**config.mk**
```make
export PLATFORM = sky130hd
export DESIGN_NAME = uart_recv
export DESIGN_NICKNAME = d
export VERILOG_FILES = /design/src/rtl/uart_recv.sv
export SDC_FILE = /design/constraint.sdc
export NUM_CORES = 1
export LEC_CHECK = 0
export CAP_MARGIN = 25
export CORE_ASPECT_RATIO = 1.4
export CORE_MARGIN = 3
export CORE_UTILIZATION = 30
export CTS_CLUSTER_SIZE = 10
export DETAILED_ROUTE_END_ITERATION = 12
export PLACE_DENSITY = 0.5
export SYNTH_ARGS = -nofsm -noshare
export SYNTH_HDL_FRONTEND = slang
export SYNTH_SLANG_ARGS = --single-unit
```
**constraint.sdc**
```tcl
create_clock -name clk_uart16 -period 3.4 [get_ports clk_uart16]
set_input_delay 0.34 -clock clk_uart16 [delete_from_list [all_inputs] [get_ports clk_uart16]]
set_output_delay 0.34 -clock clk_uart16 [all_outputs]
set_load 0.03 [all_outputs]
```
**src/rtl/uart_recv.sv**
```systemverilog
// 8N1 UART receiver on the 16x-baud clock. Each committed byte is handed to the
// consumer through a remote_st/local_st toggle pair; errors are sticky until acked.
module uart_recv #(
   parameter int OVERSAMPLE   = 16,
   parameter int SAMPLE_POINT = 7
) (
   input  logic       clk_uart16,
   input  logic       rst_n,
   input  logic       rx,
   input  logic       local_st,
   output logic [7:0] data,
   output logic       remote_st,
   output logic       overrun,
   output logic       frame_err,
   output logic       busy
);

   localparam int CNT_W = $clog2(OVERSAMPLE);
   localparam logic [CNT_W-1:0] CNT_LAST   = CNT_W'(OVERSAMPLE - 1);
   localparam logic [CNT_W-1:0] CNT_SAMPLE = CNT_W'(SAMPLE_POINT);

   typedef enum logic [2:0] {
      S_IDLE,
      S_START,
      S_DATA,
      S_STOP,
      S_BREAK
   } state_t;

   logic rx_meta_q, rx_s_q;
   logic ack_meta_q, ack_s_q, ack_d_q;

   state_t           state_q, state_d;
   logic [CNT_W-1:0] cnt_q, cnt_d;
   logic [2:0]       bit_idx_q, bit_idx_d;
   logic [7:0]       shreg_q, shreg_d;
   logic [7:0]       data_q, data_d;
   logic             remote_st_q, remote_st_d;
   logic             overrun_q, overrun_d;
   logic             frame_err_q, frame_err_d;

   logic ack_edge, pending;

   assign ack_edge = ack_s_q ^ ack_d_q;
   assign pending  = remote_st_q != ack_s_q;

   // rx idles high, so its synchroniser resets to 1 to avoid a fake start bit.
   always_ff @(posedge clk_uart16) begin
      if (!rst_n) begin
         rx_meta_q  <= 1'b1;
         rx_s_q     <= 1'b1;
         ack_meta_q <= 1'b0;
         ack_s_q    <= 1'b0;
         ack_d_q    <= 1'b0;
      end else begin
         rx_meta_q  <= rx;
         rx_s_q     <= rx_meta_q;
         ack_meta_q <= local_st;
         ack_s_q    <= ack_meta_q;
         ack_d_q    <= ack_s_q;
      end
   end

   always_comb begin
      state_d     = state_q;
      cnt_d       = cnt_q;
      bit_idx_d   = bit_idx_q;
      shreg_d     = shreg_q;
      data_d      = data_q;
      remote_st_d = remote_st_q;
      overrun_d   = overrun_q;
      frame_err_d = frame_err_q;

      // Clear first so an error raised by the FSM on the same edge takes priority.
      if (ack_edge) begin
         overrun_d   = 1'b0;
         frame_err_d = 1'b0;
      end

      case (state_q)
         S_IDLE: begin
            if (!rx_s_q) begin
               state_d = S_START;
               cnt_d   = '0;
            end
         end
         S_START: begin
            if (cnt_q == CNT_SAMPLE) begin
               cnt_d     = '0;
               bit_idx_d = '0;
               state_d   = rx_s_q ? S_IDLE : S_DATA;
            end else begin
               cnt_d = cnt_q + 1'b1;
            end
         end
         S_DATA: begin
            if (cnt_q == CNT_LAST) begin
               shreg_d   = {rx_s_q, shreg_q[7:1]};
               cnt_d     = '0;
               bit_idx_d = bit_idx_q + 3'd1;
               if (bit_idx_q == 3'd7) begin
                  state_d = S_STOP;
               end
            end else begin
               cnt_d = cnt_q + 1'b1;
            end
         end
         S_STOP: begin
            if (cnt_q == CNT_LAST) begin
               cnt_d = '0;
               if (!rx_s_q) begin
                  frame_err_d = 1'b1;
                  state_d     = S_BREAK;
               end else if (pending) begin
                  overrun_d = 1'b1;
                  state_d   = S_IDLE;
               end else begin
                  data_d      = shreg_q;
                  remote_st_d = ~remote_st_q;
                  state_d     = S_IDLE;
               end
            end else begin
               cnt_d = cnt_q + 1'b1;
            end
         end
         S_BREAK: begin
            if (rx_s_q) begin
               state_d = S_IDLE;
            end
         end
         default: begin
            state_d = S_IDLE;
         end
      endcase
   end

   always_ff @(posedge clk_uart16) begin
      if (!rst_n) begin
         state_q     <= S_IDLE;
         cnt_q       <= '0;
         bit_idx_q   <= '0;
         shreg_q     <= '0;
         data_q      <= '0;
         remote_st_q <= 1'b0;
         overrun_q   <= 1'b0;
         frame_err_q <= 1'b0;
      end else begin
         state_q     <= state_d;
         cnt_q       <= cnt_d;
         bit_idx_q   <= bit_idx_d;
         shreg_q     <= shreg_d;
         data_q      <= data_d;
         remote_st_q <= remote_st_d;
         overrun_q   <= overrun_d;
         frame_err_q <= frame_err_d;
      end
   end

   assign data      = data_q;
   assign remote_st = remote_st_q;
   assign overrun   = overrun_q;
   assign frame_err = frame_err_q;
   assign busy      = state_q != S_IDLE;

endmodule

```
==> impl_metrics.json, run 1 <==
{
  "ctsHoldBuffers": 0,
  "synthTopCellsByArea": "dfxtp_1, mux2i_1, nor2b_1, nand3_1, nand2_1",
  "avgSynthCellArea_um2": 9.68,
  "layout.area.seq_um2": 681,
  "synthCells": 156,
  "diodes": 0,
  "antenna_found_initial": 0,
  "drv_slew": 0,
  "io_buffer_count": 15,
  "ys_ff_latch": 34,
  "rsz0062_at_grt": "no",
  "htree_num_levels": 2,
  "grt_usage": 0.102,
  "clock_skew_ns": 0.00797,
  "hpwl_um": 1840,
  "initial_core_util": 0.323,
  "status": "finished clean",
  "cts.reportedPaths.clkPinSlew_ns": 0.07,
  "vias": 1069,
  "end_kind": "output pin",
  "crit_arrival_ns": 1.70,
  "grt.overflow.total": 0,
  "routedWlPerCell_um": 11.8,
  "clk_latency_ns": 0.28,
  "fillCellCount": 470,
  "drive_gt1_frac": 0.0888,
  "dr.pass1.iters": 4,
  "postCtsSetupBuffers": 0,
  "cts_num_sinks": 34,
  "crit_required_ns": 3.06,
  "cts_inserted_buffers": 5,
  "ys.flop_type": "dfxtp_1",
  "viasPerCell": 4.63,
  "gp_congestion": 0.789,
  "core-area_um2": 4680,
  "ys_types": 38,
  "nNetsFinal": 175,
  "die_area_um2": 5930,
  "async_flop_share": 0,
  "worstMarginPinSlew_ns": 0.525,
  "netlist_area_um2": 1510,
  "setup_tns_ns": 0,
  "finalSetupViolCount": 0,
  "grt_pass1_vias": 1047,
  "grt_pass1_wl_um": 4800,
  "io_pins": 16,
  "critPathMaxFanout": 11,
  "cts_max_path_buffers": 2,
  "multi_input_area_um2": 748,
  "relSlewSlack": 0.649,
  "drc": 0,
  "max_freq_mhz": 489,
  "dieWidth_um": 66.0,
  "synth_edf_count": 0,
  "routed_wl_um": 2720,
  "cts_tree": "built",
  "hold_path.class": "reg2reg",
  "post-route-min-period_ns": 2.04,
  "cts_resized": 0,
  "clockRootBuffer": "clkbuf_8",
  "worstSetupPathType": "reg2out",
  "max_cap_violations": 0,
  "yosys.area.top_type": "dfxtp_1",
  "die_h_um": 90.0,
  "postPlaceCellArea_um2": 1670,
  "peakVddDrop_mv": 0.224,
  "final_area_um2": 1760,
  "synth_nets": 163,
  "hold_viol": 0,
  "synth_top_area_frac": 0.451,
  "cellLeakagePower_nw": 0.609,
  "placementRows": 29,
  "crit_path_start_kind": "flop",
  "ys_seq_area_frac": 0.451,
  "layout_commonest_cell": "dfxtp_1",
  "drt_iter0_markers": 19,
  "yosysWarnings": 0,
  "grt_max_degree": 42,
  "timing.final.crit_share": 0.601,
  "layout_common_cells": "dfxtp_1, clkdlybuf4s50_1, nand2_1",
  "pwr_density_cell_nw_per_um2": 423,
  "area_growth_syn_to_layout_pct": 16.5,
  "postRouteAntennaNets": 0
}
## layout make-up
| class | count | area share |
|---|---|---|
| repair buffers | 16 | 0.0896 |
| inverters | 1 | 0.00213 |
| well taps | 62 | 0.0441 |
| flip-flops and latches | 34 | 0.387 |
| multi-input cells | 110 | 0.425 |
| clock buffers | 7 | 0.0491 |
| clock inverters | 1 | 0.00284 |
## power by group
group          switching (mW)  leakage, nW  internal [mW]
sequential            0.00501        0.275          0.402
combinational          0.0161        0.286         0.0154
clock                   0.142       0.0482          0.163
## critical path, stage by stage (launching register included)
cell	delay [ns]
dfxtp_1	0.42
or3_1	0.40
clkdlybuf4s50_1	0.60
## per-stage QoR
stage | hold slack (ns) | setup slack [ns] | cells | total power, mW | utilization
2_1_floorplan | 0.386 | 1.93 | 156 | 0.439 | -
3_3_place_gp | 0.390 | 1.65 | 223 | 0.448 | 0.356
3_5_place_dp | 0.402 | 1.61 | 223 | 0.448 | 0.356
4_1_cts | 0.423 | 1.34 | 231 | 0.757 | 0.376
5_1_grt | 0.438 | 1.29 | 231 | 0.777 | 0.376
6_report | 0.418 | 1.36 | 231 | 0.744 | 0.376
## synthesized netlist by cell type (all sizes together), types with 2 or more instances
library cell and instances:
or3 2, nand2b 6, nor2 6, nand3 12
nor2b 13, nand3b 3, dfxtp 34, ha 3
buf 7, a21boi 3, or3b 2, nand2 14
mux2i 9, nor3b 2, a21oi 5, a22oi 2
o21ai 10, clkbuf 4, and2 6, xnor2 2
## worst paths after layout
path              depth (start not counted)  slack (ns)  startpoint         end
setup / recovery                          2        1.36  state_q[2]        busy
hold / removal                            1        0.42   rx_meta_q      rx_s_q
setup reg to reg                          4        1.61  state_q[1]  shreg_q[7]
hold reg to reg                           1        0.42   rx_meta_q      rx_s_q
## metal layers
metal | vias to the layer above | GRT usage | wire, µm
met5 | - | 0 | 0
met4 | 0 | 0.0559 | 44
met3 | 6 | 0.0324 | 94
met2 | 14 | 0.155 | 1260
met1 | 494 | 0.125 | 1320
li1 | 555 | - | -
## cell families (layout without fill, tap and decap cells)
logic type / Yosys count / count (layout) / synth area share
DFF: 34 / 34 / 0.451
buffers and inverters: 12 / 25 / 0.0538
adders and majority gates: 3 / 3 / 0.0249
xor gates and xnor gates: 3 / 3 / 0.0224
and+or+nand+nor: 69 / 69 / 0.273
muxes: 9 / 9 / 0.0597
AOI/OAI and AO/OA: 26 / 26 / 0.115
## sequential cells by signal (all words and copies together), names as in the netlist, 3 cells and up
signal	flops
bit_idx_q	3
cnt_q	4
data	8
shreg_q	8
state_q	3
Power figures use the tool's default switching activity.
==> run 2, diff against run 1 <==
--- a/config.mk
+++ b/config.mk
@@ -11,7 +11,7 @@
 export CORE_UTILIZATION = 30
 export CTS_CLUSTER_SIZE = 10
 export DETAILED_ROUTE_END_ITERATION = 12
-export PLACE_DENSITY = 0.5
+export PLACE_DENSITY = 0.51
 export SYNTH_ARGS = -nofsm -noshare
 export SYNTH_HDL_FRONTEND = slang
 export SYNTH_SLANG_ARGS = --single-unit
==> constraint.sdc (replaced) <==
create_clock -name clk_uart16 -period 1.8 [get_ports clk_uart16]
set_input_delay 0.18 -clock clk_uart16 [delete_from_list [all_inputs] [get_ports clk_uart16]]
set_output_delay 0.18 -clock clk_uart16 [all_outputs]
set_load 0.03 [all_outputs]
==> impl_metrics.json, run 2 (synthesis gave the netlist of run 1 again) <==
{
  "drive_gt1_frac": 0.110,
  "dp_cells": 228,
  "crit_arrival_ns": 1.84,
  "layout_commonest_cell": "dfxtp_1",
  "drv_slew": 0,
  "hpwl_um": 1800,
  "clockRootBuffer": "clkbuf_8",
  "cts_inserted_buffers": 5,
  "grt_max_degree": 23,
  "cts.reportedPaths.clkPinSlew_ns": 0.06,
  "r2r_cells": 5,
  "postRouteAntennaNets": 0,
  "post-route-min-period_ns": 1.62,
  "cellLeakagePower_nw": 0.635,
  "grt_pass1_vias": 1048,
  "grt_pass1_wl_um": 4640,
  "viasPerCell": 4.59,
  "crit_required_ns": 2.03,
  "final_area_um2": 1790,
  "dieWidth_um": 66.0,
  "vias": 1074,
  "critPathSlowestCell": "or3b_1",
  "finalSetupViolCount": 0,
  "grt_usage": 0.0991,
  "rsz0062_at_grt": "no",
  "p_comb_frac": 0.044,
  "timing.final.crit_share": 0.898,
  "relSlewSlack": 0.750,
  "antenna_found_initial": 0,
  "die_area_um2": 5930,
  "initial_core_util": 0.323,
  "area_growth_syn_to_layout_pct": 18.3,
  "max_cap_violations": 0,
  "hold_slack_ns": 0.401,
  "clockPowerShare": 0.396,
  "io_pins": 16,
  "p_sw_mw": 0.290,
  "internal-power_mw": 1.08,
  "hold_path.class": "reg2reg",
  "dr.pass1.iters": 4,
  "holdPathStages": 1,
  "routedWlPerCell_um": 11.4,
  "r2r-end": "frame_err",
  "final_cells": 234,
  "core-area_um2": 4680,
  "cts_max_path_buffers": 2,
  "routed_wl_um": 2660,
  "power_mw": 1.37,
  "diodes": 0,
  "switching_share": 0.211,
  "setup_tns_ns": 0,
  "r2r_start": "cnt_q[0]",
  "end_kind": "flop",
  "fillCellCount": 483,
  "min_to": "rx_s_q",
  "max_freq_mhz": 618,
  "die_h_um": 90.0,
  "layout.area.seq_um2": 681,
  "io_buffer_count": 15,
  "worstMarginPinSlew_ns": 0.375,
  "postPlaceCellArea_um2": 1710,
  "critPathMaxFanout": 7,
  "path_cells": "ha_1, nand4_4, or3b_1, o21ai_1, and2_1",
  "hp-start": "rx_meta_q",
  "drc": 0,
  "cpPeakStageDelay_ns": 0.43,
  "layout_common_cells": "dfxtp_1, nand2_1, clkdlybuf4s50_1",
  "pwr_density_cell_nw_per_um2": 769,
  "worstSetupPathType": "reg2reg",
  "drt_iter0_markers": 34,
  "peakVddDrop_mv": 0.461,
  "crit_path_start_kind": "flop",
  "p_seq_frac": 0.559,
  "rrSetupSlack_ns": 0.18,
  "clk_latency_ns": 0.28,
  "grt.overflow.total": 0,
  "clock_skew_ns": 0.00344,
  "gp_congestion": 0.769,
  "nNetsFinal": 180,
  "multi_input_area_um2": 748,
  "placementRows": 29,
  "cts_num_sinks": 34,
  "layout_setup_ws_ns": 0.183,
  "hold_viol": 0,
  "dp_slack_ns": 0.208,
  "htree_num_levels": 2,
  "status": "finished clean",
  "cts_tree": "built",
  "post-route-util": 0.382
}
[run 2: how the worst max path moves through the flow]
stage / startpoint / end / slack, ns / depth (start not counted)
global route: cnt_q[0] / frame_err / 0.06 / 5
global placement: cnt_q[0] / frame_err / 0.26 / 5
detailed placement: cnt_q[0] / frame_err / 0.21 / 5
CTS: cnt_q[0] / frame_err / 0.18 / 5
finish: cnt_q[0] / frame_err / 0.18 / 5
floorplan: cnt_q[0] / frame_err / 0.33 / 5
[run 2: layout make-up]
type                       instances  area share
timing repair buffer              21       0.109
tap                               62      0.0434
multi-input combinational        110       0.419
inverter                           1     0.00210
clock buffer                       6      0.0462
sequential                        34       0.381
[run 2: power groups by stage]
stage | registers [mW] | logic (mW) | clock network, mW
finish | 0.769 | 0.0611 | 0.545
global route | 0.770 | 0.0671 | 0.601
CTS | 0.769 | 0.0615 | 0.567
detailed placement | 0.786 | 0.0627 | 0
global placement | 0.785 | 0.0615 | 0
floorplan | 0.781 | 0.0484 | 0
[run 2: critical path, delay by kind of cell, from the launching register on]
kind	cells	cell delay, ns
AOI/OAI and AO/OA	1	0.12
and+or+nand+nor	3	0.72
adders and majority gates	1	0.35
DFF	1	0.37
[run 2: what timing repair did]
item,4_1_cts,5_1_grt
endpoints found under the setup margin,1,0
gates resized for setup,1,0
buffers inserted,0,0
hold buffers,0,0
[run 2: layer usage]
metal / GRT usage / vias to the layer above / part of all wire
met5: 0 / - / 0
met4: 0.0475 / 0 / 0.022
met3: 0.0337 / 7 / 0.040
met2: 0.151 / 20 / 0.46
met1: 0.124 / 483 / 0.48
li1: - / 564 / -
==> run 3, diff against run 2 <==
--- a/config.mk
+++ b/config.mk
@@ -11,7 +11,8 @@
 export CORE_UTILIZATION = 30
 export CTS_CLUSTER_SIZE = 10
 export DETAILED_ROUTE_END_ITERATION = 12
-export PLACE_DENSITY = 0.51
+export DONT_BUFFER_PORTS = 1
+export PLACE_DENSITY = 0.47
 export SYNTH_ARGS = -nofsm -noshare
 export SYNTH_HDL_FRONTEND = slang
 export SYNTH_SLANG_ARGS = --single-unit
==> impl_metrics.json, run 3 (synthesis gave the netlist of run 1 again) <==
{
  "crit_path_start_kind": "flop",
  "die_h_um": 90.0,
  "layout_commonest_cell": "dfxtp_1",
  "diodes": 0,
  "grt_usage": 0.0963,
  "finalSetupViolCount": 0,
  "clock_skew_ns": 0.00310,
  "final_area_um2": 1650,
  "hold_viol": 0,
  "drv_slew": 0,
  "max_freq_mhz": 620,
  "layout.area.seq_um2": 681,
  "drt_iter0_markers": 18,
  "grt_pass1_vias": 951,
  "antenna_found_initial": 0,
  "viasPerCell": 4.75,
  "nNetsFinal": 165,
  "fillCellCount": 475,
  "postRouteAntennaNets": 0,
  "clockRootBuffer": "clkbuf_8",
  "area_growth_syn_to_layout_pct": 9.36,
  "cellLeakagePower_nw": 0.582,
  "dieWidth_um": 66.0,
  "initial_core_util": 0.323,
  "peakVddDrop_mv": 0.423,
  "htree_num_levels": 2,
  "relSlewSlack": 0.751,
  "routed_wl_um": 2610,
  "worstMarginPinSlew_ns": 0.373,
  "grt.overflow.total": 0,
  "end_kind": "flop",
  "core-area_um2": 4680,
  "grt_pass1_wl_um": 4460,
  "status": "finished clean",
  "layout_common_cells": "dfxtp_1, nand2_1, nor2b_1",
  "crit_required_ns": 2.03,
  "io_pins": 16,
  "max_cap_violations": 0,
  "pwr_density_cell_nw_per_um2": 836,
  "timing.final.crit_share": 0.896,
  "setup_tns_ns": 0,
  "clk_latency_ns": 0.28,
  "hold_path.class": "in2reg",
  "cts_num_sinks": 34,
  "gp_congestion": 0.781,
  "worstSetupPathType": "reg2reg",
  "routedWlPerCell_um": 11.8,
  "vias": 1049,
  "postCtsSetupBuffers": 0,
  "grt_max_degree": 41,
  "die_area_um2": 5930,
  "cts.reportedPaths.clkPinSlew_ns": 0.07,
  "cts_inserted_buffers": 5,
  "dr.pass1.iters": 3,
  "drc": 0,
  "rsz0062_at_grt": "no",
  "postPlaceCellArea_um2": 1540,
  "io_buffer_count": 0,
  "critPathMaxFanout": 7,
  "crit_arrival_ns": 1.84,
  "post-route-min-period_ns": 1.61,
  "drive_gt1_frac": 0.113,
  "hpwl_um": 1750,
  "cts_tree": "built",
  "cts_max_path_buffers": 2,
  "placementRows": 29,
  "multi_input_area_um2": 748
}
-- run 3: through the flow --
stage	util	power [mW]	std cells	hold WS [ns]	setup slack (ns)
floorplan	-	0.830	156	0.281	0.334
global placement	0.329	0.824	211	0.266	0.260
detailed placement	0.329	0.825	211	0.264	0.203
CTS	0.353	1.41	221	0.0119	0.180
global route	0.353	1.44	221	0.0184	0.0867
finish	0.353	1.38	221	0.0253	0.188
-- run 3: worst max-delay path: stages, from the launching register on --
cell     delay [ns]
dfxtp_1        0.37
ha_1           0.34
nand4_4        0.17
or3b_1         0.43
o21ai_1        0.12
and2_1         0.12
-- run 3: layout make-up --
type,instances,share of cell area
Inverter,1,0.00227
Sequential cell,34,0.412
Multi-Input combinational cell,110,0.453
Clock inverter,1,0.00303
Clock buffer,7,0.0523
Tap cell,62,0.0470
Timing Repair Buffer,6,0.0303
-- run 3: path summary, 6_finish.rpt --
kind,from,end,slack (ns),depth (start not counted)
worst max-delay path,cnt_q[0],frame_err,0.19,5
worst min-delay path,local_st,ack_meta_q,0.03,1
worst max register to register,cnt_q[0],frame_err,0.19,5
worst min register to register,rx_meta_q,rx_s_q,0.41,1
-- run 3: where the power goes --
part	switching, mW	total (mW)	internal (mW)
clock	0.261	0.569	0.308
sequential	0.00883	0.769	0.760
combinational	0.0198	0.0428	0.0230
total	0.289	1.38	1.09
-- run 3: timing repair --
action,CTS,global route
endpoints found under the hold margin,2,0
resized for setup,0,0
hold buffers,2,0
-- run 3: layer usage --
layer,GRT usage,wire (µm)
met5,0,0
met4,0.0458,57
met3,0.0349,125
met2,0.146,1250
met1,0.120,1180
